## src/rtl/dt_scan_driver.sv

```systemverilog
// Multiplexed seven-segment scan driver: DIGITS hex digits on one shared segment bus.
// Double-buffered frame capture; optional leading-zero blanking via DT_SCAN_LZB_EN.
module dt_scan_driver #(
    parameter int DIGITS   = 8,
    parameter int SCAN_DIV = 50000
) (
    input  logic                  clk,
    input  logic                  rst_n,
    input  logic [4*DIGITS-1:0]   data,
    input  logic [DIGITS-1:0]     blank,
    input  logic                  load,
    output logic [DIGITS-1:0]     sel,
    output logic [0:6]            dt,
    output logic                  frame_tick
);

    localparam int PW = (SCAN_DIV > 1) ? $clog2(SCAN_DIV) : 1;
    localparam int IW = (DIGITS > 1) ? $clog2(DIGITS) : 1;
    localparam logic [PW-1:0] PCNT_LAST = PW'(SCAN_DIV - 1);
    localparam logic [IW-1:0] IDX_LAST  = IW'(DIGITS - 1);

    logic [PW-1:0]       pcnt_reg, pcnt_next;
    logic [IW-1:0]       idx_reg, idx_next;
    logic [4*DIGITS-1:0] pend_data_reg, pend_data_next;
    logic [DIGITS-1:0]   pend_blank_reg, pend_blank_next;
    logic [4*DIGITS-1:0] disp_data_reg, disp_data_next;
    logic [DIGITS-1:0]   disp_blank_reg, disp_blank_next;
    logic                tick, wrap;
    logic [3:0]          nib [DIGITS];
    logic [DIGITS-1:0]   lzb;
    logic [DIGITS-1:0]   blank_eff;
    logic [DIGITS-1:0]   sel_next;
    logic [0:6]          dt_next;

    function automatic logic [0:6] seg_code(input logic [3:0] n);
        case (n)
            4'h0: seg_code = 7'b1111110;
            4'h1: seg_code = 7'b0110000;
            4'h2: seg_code = 7'b1101101;
            4'h3: seg_code = 7'b1111001;
            4'h4: seg_code = 7'b0110011;
            4'h5: seg_code = 7'b1011011;
            4'h6: seg_code = 7'b1011111;
            4'h7: seg_code = 7'b1110000;
            4'h8: seg_code = 7'b1111111;
            4'h9: seg_code = 7'b1111011;
            4'hA: seg_code = 7'b1110111;
            4'hB: seg_code = 7'b0011111;
            4'hC: seg_code = 7'b1001110;
            4'hD: seg_code = 7'b0111101;
            4'hE: seg_code = 7'b1001111;
            default: seg_code = 7'b1000111;
        endcase
    endfunction

    always_comb begin
        tick      = (pcnt_reg == PCNT_LAST);
        wrap      = tick && (idx_reg == IDX_LAST);
        pcnt_next = tick ? '0 : pcnt_reg + 1'b1;
        idx_next  = idx_reg;
        if (tick)
            idx_next = wrap ? '0 : idx_reg + 1'b1;
        pend_data_next  = load ? data  : pend_data_reg;
        pend_blank_next = load ? blank : pend_blank_reg;
        // A load coinciding with the wrap goes straight to the display buffer.
        disp_data_next  = wrap ? pend_data_next  : disp_data_reg;
        disp_blank_next = wrap ? pend_blank_next : disp_blank_reg;
    end

    generate
        for (genvar gi = 0; gi < DIGITS; gi++) begin : g_nib
            assign nib[gi] = disp_data_next[4*gi +: 4];
        end
    endgenerate

`ifdef DT_SCAN_LZB_EN
    // upper_zero[i]: nibble i and every nibble above it are zero.
    logic [DIGITS:1] upper_zero;
    assign upper_zero[DIGITS] = 1'b1;
    assign lzb[0]             = 1'b0;
    generate
        for (genvar gi = 1; gi < DIGITS; gi++) begin : g_lzb
            assign upper_zero[gi] = (nib[gi] == 4'h0) && upper_zero[gi+1];
            assign lzb[gi]        = upper_zero[gi];
        end
    endgenerate
`else
    assign lzb = '0;
`endif

    always_comb begin
        blank_eff = disp_blank_next | lzb;
        sel_next  = DIGITS'(1) << idx_next;
        dt_next   = blank_eff[idx_next] ? 7'b0000000 : seg_code(nib[idx_next]);
    end

    always_ff @(posedge clk or negedge rst_n) begin
        if (!rst_n) begin
            pcnt_reg       <= '0;
            idx_reg        <= '0;
            pend_data_reg  <= '0;
            pend_blank_reg <= '0;
            disp_data_reg  <= '0;
            disp_blank_reg <= '0;
            sel            <= DIGITS'(1);
            dt             <= 7'b1111110;
            frame_tick     <= 1'b0;
        end else begin
            pcnt_reg       <= pcnt_next;
            idx_reg        <= idx_next;
            pend_data_reg  <= pend_data_next;
            pend_blank_reg <= pend_blank_next;
            disp_data_reg  <= disp_data_next;
            disp_blank_reg <= disp_blank_next;
            sel            <= sel_next;
            dt             <= dt_next;
            frame_tick     <= wrap;
        end
    end

endmodule

```

## config.mk

```make
export PLATFORM = sky130hd
export DESIGN_NAME = dt_scan_driver
export DESIGN_NICKNAME = d
export VERILOG_FILES = /design/src/rtl/dt_scan_driver.sv
export SDC_FILE = /design/constraint.sdc
export NUM_CORES = 1
export LEC_CHECK = 0
export BUFFER_PORTS_ARGS = -buffer_cell sky130_fd_sc_hd__clkbuf_2
export CAP_MARGIN = 30
export CORE_ASPECT_RATIO = 1.25
export CORE_MARGIN = 2
export CORE_UTILIZATION = 50
export CTS_CLUSTER_SIZE = 28
export DETAILED_ROUTE_END_ITERATION = 10
export GPL_ROUTABILITY_DRIVEN = 0
export GPL_TIMING_DRIVEN = 0
export PLACE_DENSITY = 0.72
export SYNTH_ARGS = -nofsm -noshare
export SYNTH_HDL_FRONTEND = slang
export SYNTH_SLANG_ARGS = --single-unit
```

## constraint.sdc

```tcl
create_clock -name clk -period 5.24 [get_ports clk]
set_input_delay 0.524 -clock clk [delete_from_list [all_inputs] [get_ports clk]]
set_output_delay 0.524 -clock clk [all_outputs]
set_load 0.01 [all_outputs]
```

==> results.cfg, run 1 <==
[status]
status = finished clean

[logic_synthesis]
synth_edf_count = 0
synth_common_cells = dfrtp_1 (108), mux2_2 (81), nor2_1 (28), nand2_1 (14), a21oi_1 (13)
yosysTopAreaCellShare_pct = 52.8
async_reset_ff_share_pct = 100
synth_flop_cell = dfrtp_1
syn_avg_cell_area_sq_um = 13.0
yosysSeqAreaShare_pct = 56.4
synthCells = 394
synth_nets = 446
synth.most_common_cell = dfrtp_1
yosys-top-cells-area = dfrtp_1 (53%), mux2_2 (18%), dfstp_2 (3.6%)
ys_ff_latch = 115
yosys_warnings = 0
syn_area_sq_mm = 0.00512
synthDistinctLibCells = 57
synth_top_cell_by_area = dfrtp_1

[sta]
finalClockSkew_ns = 0.00785
fmax_ghz = 0.203
setup_viol = 0
period_share_pct = 94.0
tightest_slew_ns = 0.956
period_needed_ns = 4.93
slew_headroom_pct = 35.7
drv_slew = 0
tns_ns = 0
rsz0062_at_grt = false
whs_ns = 0.216
hold_viol = 0

[clock_tree]
numCtsBuffers = 17
cts_sinks = 115
cts-root-buf = clkbuf_16
cts_tree = done
cts-htree-levels = 4
cts_buffer_depth = 2
clkLatencyLatePin_ns = 0.41
path_clk_slew_ns = 0.05

[power_and_ir_drop]
p_switching_mw = 0.417
p_per_area_mw_per_mm2 = 340
power_frac_comb_pct = 4.1
ir_drop_v = 0.000199
clockPowerShare_pct = 51.2
seq_power_share_pct = 44.6
swShare_pct = 20.0
p_int_mw = 1.67
p_leak_nw = 2.92

[critical_path]
crit_path_end_kind = register
cp.arrival_ns = 5.22
critPathKind = register to register
cpPeakStageDelay_ns = 0.74
cp_max_fo = 10
crit_required_ns = 5.54
cp-startpoint = pcnt_reg[11]$_DFF_PN0_
reg2reg_setup_slack_ns = 0.31
r2r_end = dt[0]$_DFF_PN1_
path_delay_family = simple AND/OR/NAND/NOR gates
cp_slowest_cell = mux2i_1
cp_num_cells = 12
r2r_start = pcnt_reg[11]$_DFF_PN0_
crit_chain = or4b_1 > buf_2 > nor4_4 > mux2i_1 > buf_4 > mux2_2 > a22oi_1 > a32o_1 > inv_1 > ha_1 > or4_1 > o311ai_1
start_kind = register
crit_path_end = dt[0]$_DFF_PN1_
worst-path-buf-inv = 3
worstRegToRegCells = 12

[floorplan]
rows = 41
core_sq_mm = 0.0101
start_util_pct = 50.9
io_pins = 59
die_area_sq_mm = 0.0111
die_y_um = 117
die_width_um = 94.5

[global_routing]
grt_first_pass_wirelength_mm = 16.9
grtUsageTotal_pct = 20.4
grt_max_degree = 116
antenna_found_initial = 0
grt_overflow = 0
grt_pass1_vias = 3592

[drt]
ant_nets = 0
dr.pass1.iters = 5
vias = 3372
wl_per_cell_um = 16.8
viasPerCell = 5.52
drt_iter0_markers = 159
route.detailed.drc = 0
drt-total-wl_mm = 10.3

[place]
io_buffers = 58
hpwl_mm = 7.04

[finish]
nets = 523
fillers = 833
diodes = 0
area_growth_pct = 19.9
drive_above_1_share_pct = 40.2

[job]
maxCapViolCount = 0

[min_path]
hp-class = primary input to asynchronous set/reset pin
-- per-layer routing --
layer	vias to the layer above	GRT usage, %	share of wire [%]
met4	0	8.12	1.6
met2	78	35.7	53
met3	13	5.70	4.8
li1	1572	-	-
met5	-	0	0
met1	1709	23.7	40
-- worst register-to-register path, cell delays in order (launching register included) --
cell	delay (ns)
dfrtp_1	0.42
or4b_1	0.52
buf_2	0.18
nor4_4	0.63
mux2i_1	0.75
buf_4	0.32
mux2_2	0.37
a22oi_1	0.19
a32o_1	0.37
inv_1	0.15
ha_1	0.25
or4_1	0.55
o311ai_1	0.12
-- cells in the final DEF, fill, tap and decap left out, types with 6 or more instances in the layout --
master       n
nor2_1      28
nand2_1     14
clkbuf_2    57
o21ai_0      8
mux2i_1      8
mux2_2      81
dfrtp_1    108
clkbuf_8     6
nand3_1      8
xor2_1       8
ha_1         9
inv_1        9
a21oi_1     13
dfstp_2      7
clkbuf_16   17
buf_2        7
-- kinds of logic after synthesis --
family / Yosys count / synth area share (%)
flops: 115 / 56.4
fa+ha+maj: 9 / 2.20
xor+xnor: 13 / 2.22
simple gates: 88 / 9.46
compound gates: 52 / 7.36
buf+inv: 25 / 2.18
mux: 92 / 20.2
-- stage by stage --
step / power, mW / worst slack, ns / cells / area [sq um] / utilization, %
3_5_place_dp: 1.03 / 0.259 / 581 / 5580 / 55.5
5_1_grt: 2.15 / 0.101 / 611 / 6140 / 61.0
2_1_floorplan: 0.985 / 1.13 / 394 / 5120 / -
6_report: 2.08 / 0.314 / 611 / 6140 / 61.0
4_1_cts: 2.10 / 0.180 / 611 / 6130 / 61.0
3_3_place_gp: 1.03 / 0.282 / 581 / 5570 / 55.4
-- power groups by stage --
stage / Clock [mW] / Sequential [mW] / Combinational [mW]
after global placement: 0 / 0.942 / 0.0840
after CTS: 1.09 / 0.930 / 0.0887
after global routing: 1.12 / 0.931 / 0.0971
after detailed placement: 0 / 0.944 / 0.0881
final: 1.07 / 0.930 / 0.0862
after floorplan: 0 / 0.941 / 0.0445
-- worst min path at each step --
| stage | cells past startpoint | slack (ns) | endpoint | from |
|---|---|---|---|---|
| global route | 1 | 0.32 | pend_data_reg[8]$_DFF_PN0_ | rst_n |
| floorplan | 0 | 0.23 | disp_blank_reg[0]$_DFF_PN0_ | rst_n |
| CTS | 1 | 0.28 | pend_data_reg[8]$_DFF_PN0_ | rst_n |
| detailed placement | 1 | 0.45 | pcnt_reg[0]$_DFF_PN0_ | pcnt_reg[0]$_DFF_PN0_ |
| finish | 1 | 0.22 | pend_data_reg[8]$_DFF_PN0_ | rst_n |
| global placement | 1 | 0.44 | pcnt_reg[0]$_DFF_PN0_ | pcnt_reg[0]$_DFF_PN0_ |
-- final cells by class --
type	instances	area, sq um	share of cell area (%)
sequential	115	2890	47.0
multi-input combinational	254	2120	34.6
clock buffer	25	505	8.24
timing repair buffer	58	299	4.87
tap	129	161	2.63
buffer	15	72.6	1.18
clock inverter	5	50.0	0.815
inverter	10	38.8	0.632
-- what timing repair did --
| action | in CTS | in global routing |
|---|---|---|
| endpoints found under the setup margin | 0 | 2 |
| hold buffers | 0 | 0 |
| gates resized for setup | 0 | 1 |
| setup buffers | 0 | 0 |
Power figures use the tool's default switching activity.
==> run 2, diff against run 1 <==
--- a/config.mk
+++ b/config.mk
@@ -5,7 +5,7 @@
 export SDC_FILE = /design/constraint.sdc
 export NUM_CORES = 1
 export LEC_CHECK = 0
-export BUFFER_PORTS_ARGS = -buffer_cell sky130_fd_sc_hd__clkbuf_2
+export BUFFER_PORTS_ARGS = -buffer_cell sky130_fd_sc_hd__buf_4
 export CAP_MARGIN = 30
 export CORE_ASPECT_RATIO = 1.25
 export CORE_MARGIN = 2
==> results.cfg, run 2 (synthesis results as in run 1) <==
[critical_path]
crit_path_end_kind = register
cp_slowest_cell = nor4_1
cp.arrival_ns = 5.16
crit_required_ns = 5.55
cpPeakStageDelay_ns = 0.55
start_kind = register
critPathKind = register to register
cpMostUsedCell = buf_2
path_delay_family = simple AND/OR/NAND/NOR gates
cp_max_fo = 10
worst-path-buf-inv = 5
crit_chain = or4b_1 > buf_2 > nor4_1 > buf_2 > buf_4 > buf_2 > mux2_2 > mux2_2 > a22oi_1 > a32o_1 > inv_1 > ha_1 > or4_1 > o311ai_1

[power_and_ir_drop]
p_per_area_mw_per_mm2 = 346
total_power_mw = 2.20
p_leak_nw = 2.98
ir_drop_v = 0.000203

[finish]
utilization_pct = 63.2
mostFrequentLayoutCells = dfrtp_1 (108), mux2_2 (81), buf_4 (61)
final_cells = 615
diodes = 0
nets = 525
final_common_cell = dfrtp_1
area_growth_pct = 24.1
drive_above_1_share_pct = 40.3

[drt]
wl_per_cell_um = 16.4
vias = 3362
viasPerCell = 5.47
drt_iter0_markers = 161
ant_nets = 0
drt-total-wl_mm = 10.1
dr.pass1.iters = 4
route.detailed.drc = 0

[sta]
slew_headroom_pct = 35.4
tns_ns = 0
finalClockSkew_ns = 0.00663
hold_viol = 0
drv_slew = 0
rsz0062_at_grt = false
tightest_slew_ns = 0.961
whs_ns = 0.124
fmax_ghz = 0.206
period_share_pct = 92.6
setup_viol = 0
period_needed_ns = 4.85

[clock_tree]
cts_sinks = 115
numCtsBuffers = 17
cts-htree-levels = 4
cts_buffer_depth = 2
cts_setup_buffers = 0
cts-root-buf = clkbuf_16
hold_buffers = 0
ctsResizeCount = 0
path_clk_slew_ns = 0.05
cts_tree = done
clkLatencyLatePin_ns = 0.41

[place]
dpl.cell_count = 583
hpwl_mm = 7.10
io_buffers = 58

[global_routing]
busiest_layer = met2
met1_usage_pct = 23.6
grt_pass1_vias = 3512
grt_first_pass_wirelength_mm = 16.8
antenna_found_initial = 0
gr-usage-met3_pct = 5.89
grt_overflow = 0
grtUsageMet2_pct = 35.0
grt_max_degree = 71
grtUsageTotal_pct = 20.2

[floorplan]
die_width_um = 94.5
core_sq_mm = 0.0101
rows = 41
die_area_sq_mm = 0.0111
io_pins = 59
start_util_pct = 50.9
die_y_um = 117

[job]
maxCapViolCount = 0

[min_path]
hp-class = primary input to asynchronous set/reset pin

[status]
status = finished clean
run 2: cell count changes in the layout (fill, tap and decap cells not counted):
cell	change
buf_16	+1
buf_4	+59
bufinv_16	+3
clkbuf_1	+1
clkbuf_2	-57
clkbuf_8	-6
clkinv_2	+1
clkinvlp_4	+2
mux2i_1	+1
mux2i_2	-1
run 2: power by group:
group	internal, mW	switching [mW]	total [mW]
registers	0.921	0.00796	0.929
logic	0.0513	0.0448	0.0961
clock network	0.789	0.383	1.17
total	1.76	0.436	2.20
run 2: final cells by class:
class / count / area (sq um)
fillers: 787 / 3700
flip-flops and latches: 115 / 2890
multi-input cells: 254 / 2120
repair buffers: 60 / 470
clock buffers: 21 / 440
well taps: 129 / 161
clock inverters: 11 / 160
plain buffers: 15 / 72.6
inverters: 10 / 38.8
run 2: path summary, 6_finish.rpt:
kind	startpoint	to	slack (ns)	depth (start not counted)
worst max-delay path	pcnt_reg[11]$_DFF_PN0_	dt[0]$_DFF_PN1_	0.39	14
worst min-delay path	rst_n	pend_data_reg[8]$_DFF_PN0_	0.12	1
worst max register to register	pcnt_reg[11]$_DFF_PN0_	dt[0]$_DFF_PN1_	0.39	14
worst min register to register	pcnt_reg[0]$_DFF_PN0_	pcnt_reg[0]$_DFF_PN0_	0.45	1
max in group asynchronous	rst_n	dt[4]$_DFF_PN1_	4.34	2
min in group clk	data[24]	pend_data_reg[24]$_DFF_PN0_	0.36	2
run 2: layer usage:
layer / wire length, um / share of wire, % / vias to the layer above
met5: 0 / 0 / -
met4: 201 / 2.0 / 0
met3: 507 / 5.0 / 15
met2: 5280 / 52 / 82
met1: 4110 / 41 / 1690
li1: - / - / 1575
run 2: stage by stage:
| stage | setup WS, ns | cell area (sq um) |
|---|---|---|
| 6_report | 0.389 | 6350 |
| 5_1_grt | 0.110 | 6350 |
| 4_1_cts | 0.389 | 6350 |
| 3_5_place_dp | 0.415 | 5750 |
| 3_3_place_gp | 0.222 | 5710 |
| 2_1_floorplan | 1.13 | 5120 |
